File: config.mk
export PLATFORM = sky130hd
export DESIGN_NAME = proximity_filter
export DESIGN_NICKNAME = d
export VERILOG_FILES = /design/src/rtl/proximity_pkg.sv /design/src/rtl/avg4_window.sv /design/src/rtl/proximity_filter.sv
export SDC_FILE = /design/constraint.sdc
export NUM_CORES = 1
export LEC_CHECK = 0
export BUFFER_PORTS_ARGS = -buffer_cell sky130_fd_sc_hd__buf_2
export CORE_MARGIN = 4
export CORE_UTILIZATION = 35
export CTS_BUF_LIST = sky130_fd_sc_hd__clkbuf_2 sky130_fd_sc_hd__clkbuf_4 sky130_fd_sc_hd__clkbuf_8
export DETAILED_ROUTE_END_ITERATION = 12
export GPL_ROUTABILITY_DRIVEN = 0
export PLACE_DENSITY = 0.49
export SYNTH_ARGS = -nofsm -noshare
export SYNTH_HDL_FRONTEND = slang
export SYNTH_SLANG_ARGS = --single-unit
export TNS_END_PERCENT = 10
File: constraint.sdc
create_clock -name clk -period 5.9 [get_ports clk]
set_clock_uncertainty 0.15 [all_clocks]
set_input_delay 0.295 -clock clk [delete_from_list [all_inputs] [get_ports clk]]
set_output_delay 0.295 -clock clk [all_outputs]
set_load 0.1 [all_outputs]
File: src/rtl/proximity_pkg.sv
// Shared types and default thresholds for the ultrasonic proximity filter.
package proximity_pkg;

  localparam int DIST_W = 20;
  localparam int SUM_W  = 22;

  localparam int DEF_NEAR_CM = 10;
  localparam int DEF_FAR_CM  = 15;
  localparam int DEF_MAX_CM  = 400;
  localparam int DEF_CONFIRM = 3;

  typedef enum logic [1:0] {
    ST_FAR       = 2'd0,
    ST_NEAR_PEND = 2'd1,
    ST_NEAR      = 2'd2,
    ST_FAR_PEND  = 2'd3
  } prox_state_t;

endpackage

File: src/rtl/avg4_window.sv
// Four-entry moving-average window; sum updates one edge after the sample,
// the floored average one edge later.
module avg4_window
  import proximity_pkg::*;
(
  input  logic              clk,
  input  logic              rst,
  input  logic [DIST_W-1:0] sample,
  input  logic              sample_valid,
  output logic [DIST_W-1:0] avg,
  output logic              avg_valid
);

  logic [DIST_W-1:0] win0, win1, win2, win3;
  logic [SUM_W-1:0]  sum;
  logic [2:0]        fill;
  logic              pend;

  always_ff @(posedge clk or posedge rst) begin
    if (rst) begin
      win0 <= '0;
      win1 <= '0;
      win2 <= '0;
      win3 <= '0;
      sum  <= '0;
      fill <= '0;
      pend <= 1'b0;
    end else begin
      pend <= sample_valid;
      if (sample_valid) begin
        win0 <= sample;
        win1 <= win0;
        win2 <= win1;
        win3 <= win2;
        // win3 is the oldest entry and drops out of the running sum
        sum  <= sum + SUM_W'(sample) - SUM_W'(win3);
        if (fill != 3'd4) fill <= fill + 3'd1;
      end
    end
  end

  always_ff @(posedge clk or posedge rst) begin
    if (rst) begin
      avg       <= '0;
      avg_valid <= 1'b0;
    end else begin
      avg_valid <= pend && (fill == 3'd4);
      if (pend) avg <= sum[SUM_W-1:2];
    end
  end

endmodule

File: src/rtl/proximity_filter.sv
// Ultrasonic proximity filter: range check, 4-sample average, then a
// hysteresis FSM that needs CONFIRM consecutive qualifying averages to flip.
module proximity_filter
  import proximity_pkg::*;
#(
  parameter int NEAR_CM = DEF_NEAR_CM,
  parameter int FAR_CM  = DEF_FAR_CM,
  parameter int MAX_CM  = DEF_MAX_CM,
  parameter int CONFIRM = DEF_CONFIRM
) (
  input  logic              clk,
  input  logic              rst,
  input  logic [DIST_W-1:0] distance,
  input  logic              sample_tick,
  output logic [DIST_W-1:0] avg_distance,
  output logic              avg_valid,
  output logic              rejected,
  output logic              obstacle,
  output logic              obstacle_rise
);

  localparam logic [DIST_W-1:0] NEAR_V    = DIST_W'(NEAR_CM);
  localparam logic [DIST_W-1:0] FAR_V     = DIST_W'(FAR_CM);
  localparam logic [DIST_W-1:0] MAX_V     = DIST_W'(MAX_CM);
  localparam logic [3:0]        CONFIRM_V = 4'(CONFIRM);

  logic        accept;
  prox_state_t state, next_state;
  logic [3:0]  cnt, next_cnt;
  logic        next_obstacle;
  logic        near_hit, far_hit;

  assign accept = sample_tick && (distance != '0) && (distance <= MAX_V);

  always_ff @(posedge clk or posedge rst) begin
    if (rst) rejected <= 1'b0;
    else     rejected <= sample_tick && !accept;
  end

  avg4_window u_window (
    .clk          (clk),
    .rst          (rst),
    .sample       (distance),
    .sample_valid (accept),
    .avg          (avg_distance),
    .avg_valid    (avg_valid)
  );

  // Values equal to a threshold sit in the hysteresis band and never qualify.
  assign near_hit = avg_distance < NEAR_V;
  assign far_hit  = avg_distance > FAR_V;

  always_ff @(posedge clk or posedge rst) begin
    if (rst) begin
      state         <= ST_FAR;
      cnt           <= '0;
      obstacle      <= 1'b0;
      obstacle_rise <= 1'b0;
    end else begin
      state         <= next_state;
      cnt           <= next_cnt;
      obstacle      <= next_obstacle;
      obstacle_rise <= next_obstacle && !obstacle;
    end
  end

  always_comb begin
    next_state = state;
    next_cnt   = cnt;
    if (avg_valid) begin
      unique case (state)
        ST_FAR: begin
          if (near_hit) begin
            next_state = ST_NEAR_PEND;
            next_cnt   = 4'd1;
          end
        end
        ST_NEAR_PEND: begin
          if (near_hit) begin
            next_cnt = cnt + 4'd1;
            if (cnt + 4'd1 == CONFIRM_V) next_state = ST_NEAR;
          end else begin
            next_state = ST_FAR;
            next_cnt   = '0;
          end
        end
        ST_NEAR: begin
          if (far_hit) begin
            next_state = ST_FAR_PEND;
            next_cnt   = 4'd1;
          end
        end
        ST_FAR_PEND: begin
          if (far_hit) begin
            next_cnt = cnt + 4'd1;
            if (cnt + 4'd1 == CONFIRM_V) next_state = ST_FAR;
          end else begin
            next_state = ST_NEAR;
            next_cnt   = '0;
          end
        end
        default: begin
          next_state = ST_FAR;
          next_cnt   = '0;
        end
      endcase
    end
  end

  always_comb begin
    next_obstacle = (next_state == ST_NEAR) || (next_state == ST_FAR_PEND);
  end

endmodule
==> flow_summary.toml <==
[placement]
io_buffers = 46
post-place-ws_ns = 2.304
hpwl_um = 10440

[detailed_routing]
viasPerCell = 4.617
drc = 0
wl_per_cell_um = 13.44
via_count = 4973
wirelength_um = 14480
drt-initial-drc-count = 263
ant_nets = 0
dr.pass1.iters = 4

[synth]
synth_compound_area_share_pct = 9.017
synth-main-ff-cell = "dfrtp_1"
synth_top_family_by_area = "simple AND/OR/NAND/NOR gates"
synth_cell_types = 44
synth_xor_xnor_area_share_pct = 2.525
syn_nets = 822
synthCells = 753
synth-seq-cells = 136
yosys_warnings = 0
yosys.area_share.simple_pct = 18.92
synth_mux_area_share_pct = 3.553
ys_seq_area_share_pct = 49.05
syn_area_um2 = 6938
postSynthAreaPerCell_um2 = 9.214
yosys.area_share.adder_pct = 10.46
synth-edff-count = 0
async_flop_share_pct = 100.0

[timing]
hold_violations = 0
final.setup.tns_ns = 0
clock.fmax_mhz = 286.8
period_minus_slack_ns = 3.487
fin_crit_sh_pct = 59.11
rsz0062_at_grt = "false"
drv_slew = 0
tightest_slew_ns = 0.9802
layout_setup_ws_ns = 2.413
setup_viol = 0
slew_headroom_pct = 34.65

[global_route]
use_met3_pct = 2.644
grt_util_met1_pct = 20.14
antenna_found_initial = 0
grt_pass1_vias = 5030
grt_max_degree = 79
grt_pass1_wl_um = 25430
grt.total_usage_pct = 14.17
busiest_layer = "met2"
use_met2_pct = 22.03
grt-ovfl-total = 0

[die]
die_x_um = 148.8
die_area_um2 = 22140
fp.dieH_um = 148.8
start_util_pct = 35.65
row_count = 51
top_level_ports = 47
core_um2 = 19460

[job]
drv_cap = 0

[pwr]
swShare_pct = 22.66
p_leak_nw = 4.191
p_int_mw = 1.579
peakVddDrop_mv = 0.1176
combPwrFrac_pct = 8.5
clkPwrFrac_pct = 45.7
p_per_area_nw_per_um2 = 256.7
switchingPower_mw = 0.4625
p_seq_share_pct = 45.8

[setup_path]
startpoint_type = "register"
ff2ff_path_depth = 11
crit_arrival_ns = 3.63
reg2reg_from = "u_window.sum[6]$_DFFE_PP0P_"
path_class = "reg2reg"
r2r-end = "u_window.sum[19]$_DFFE_PP0P_"
end_kind = "register"
r2r_slack_ns = 2.41
cp.required_ns = 6.05
critical_path.max_fanout = 6

[cts]
worst_skew_pair.late_latency_ns = 0.43
ctsRootBufferMaster = "clkbuf_8"
post-cts-setup-buffer-count = 0
cts_sinks = 136
cts_made_buffers = 17
cts_htree_levels = 4
clk_path_buf_depth = 2
cts_tree = "yes"
path_clk_slew_ns = 0.07

[layout]
n_antenna_cell = 0
final_common_cell = "nand2_1"
area_delta_synth_final_pct = 14.59
final_cell_mix = "nand2_1, dfrtp_1, inv_1, o21ai_0, buf_2"
drive_above_1_share_pct = 13.55
nets = 868

[hold_path]
hp-class = "in2reg"
hold_depth = 3
hold_end = "u_window.win0[1]$_DFFE_PP0P_"
min_from = "distance[1]"

[run_status]
status = "complete, no violations"
## per-layer routing
layer | routed length, um | part of all wire, %
met4 | 147 | 1.0
met3 | 529 | 3.7
met2 | 6874 | 47
met5 | 0 | 0
met1 | 6923 | 48
## synth_stat cells (2+ instances only)
master,number,area (um^2)
a31oi_1,5,31.28
nor4_1,9,56.30
o2111ai_1,2,17.52
or3_1,3,18.77
o21ai_0,49,245.2
nor2_1,13,48.80
a211oi_1,3,22.52
a21o_1,8,60.06
nand2_1,232,870.8
buf_2,5,25.02
nand2b_1,3,18.77
nor3b_1,2,15.01
clkbuf_1,18,67.56
inv_1,91,341.6
a21oi_1,22,110.1
o21a_1,2,15.01
o21bai_1,3,22.52
a221oi_1,2,17.52
mux2_2,21,236.5
xnor2_1,11,96.34
o211ai_1,6,45.04
ha_1,26,325.3
nand3_1,3,15.01
nor2b_1,3,18.77
dfrtp_1,136,3403
xor2_1,9,78.83
or3b_2,2,17.52
fa_1,20,400.4
and2_1,13,81.33
nand4_1,7,43.79
nor3_1,9,45.04
and3_1,3,18.77
## worst max path at each step
| stage | cells after the start | endpoint | from | slack (ns) |
|---|---|---|---|---|
| final | 11 | u_window.sum[19]$_DFFE_PP0P_ | u_window.sum[6]$_DFFE_PP0P_ | 2.41 |
| after global routing | 11 | u_window.sum[19]$_DFFE_PP0P_ | u_window.sum[6]$_DFFE_PP0P_ | 2.14 |
| after CTS | 11 | u_window.sum[19]$_DFFE_PP0P_ | u_window.sum[6]$_DFFE_PP0P_ | 2.40 |
| after detailed placement | 12 | u_window.sum[19]$_DFFE_PP0P_ | distance[6] | 2.30 |
| after global placement | 12 | u_window.sum[19]$_DFFE_PP0P_ | distance[6] | 2.43 |
| after floorplan | 1 | cnt[0]$_DFFE_PP0P_ | rst | 1.82 |
## critical path, stage by stage, from the launching register on
cell and delay [ns]:
dfrtp_1 0.37, inv_1 0.08, fa_1 0.50, inv_1 0.04, ha_1 0.36, and2_1 0.21
or3_1 0.32, o211ai_1 0.29, a31oi_1 0.21, o311ai_0 0.47, mux2i_1 0.23, o211ai_1 0.10
## through the flow
step           total power [mW]  utilization [%]  cell area (um^2)  std cells  hold slack (ns)
5_1_grt                   2.144            40.85              7950       1077          0.07483
2_1_floorplan             1.081                -              6938        753           0.2575
6_report                  2.041            40.85              7950       1077          0.05545
3_5_place_dp              1.127            38.15              7425       1042           0.2505
4_1_cts                   2.073            40.85              7950       1077          0.04217
3_3_place_gp              1.124            38.15              7425       1042           0.2420
## power groups by stage
stage	clock network (mW)	logic [mW]	registers (mW)
after floorplan	0	0.123	0.957
after global placement	0	0.171	0.954
after detailed placement	0	0.173	0.954
after CTS	0.962	0.176	0.935
after global routing	1.01	0.200	0.936
final	0.932	0.174	0.936
## registers in the layout (all words and copies together) (netlist names)
signal / cells
u_window.fill: 3
u_window.avg_valid: 1
obstacle: 1
cnt: 4
u_window.sum: 22
rejected: 1
u_window.avg: 20
u_window.win1: 20
u_window.win0: 20
u_window.pend: 1
u_window.win2: 20
obstacle_rise: 1
state: 2
u_window.win3: 20
## logic make-up after synthesis
group | after synthesis
flip-flops | 136
AND/OR/NAND/NOR | 307
adder cells (fa/ha/maj) | 46
multiplexers | 22
XOR/XNOR | 20
AO/OA/AOI/OAI | 106
buffers and inverters | 116
## area by class of cell
class | count | area (um^2)
Clock buffer | 21 | 276.5
Clock inverter | 11 | 219.0
Fill cell | 1917 | 11510
Inverter | 91 | 346.6
Multi-Input combinational cell | 501 | 3090
Sequential cell | 136 | 3403
Tap cell | 265 | 331.6
Timing Repair Buffer | 52 | 282.8
## repair_timing
action	CTS	global route
hold buffers	3	0
endpoints found under the hold margin	60	0
resized for setup	0	0
Power figures use the tool's default switching activity.
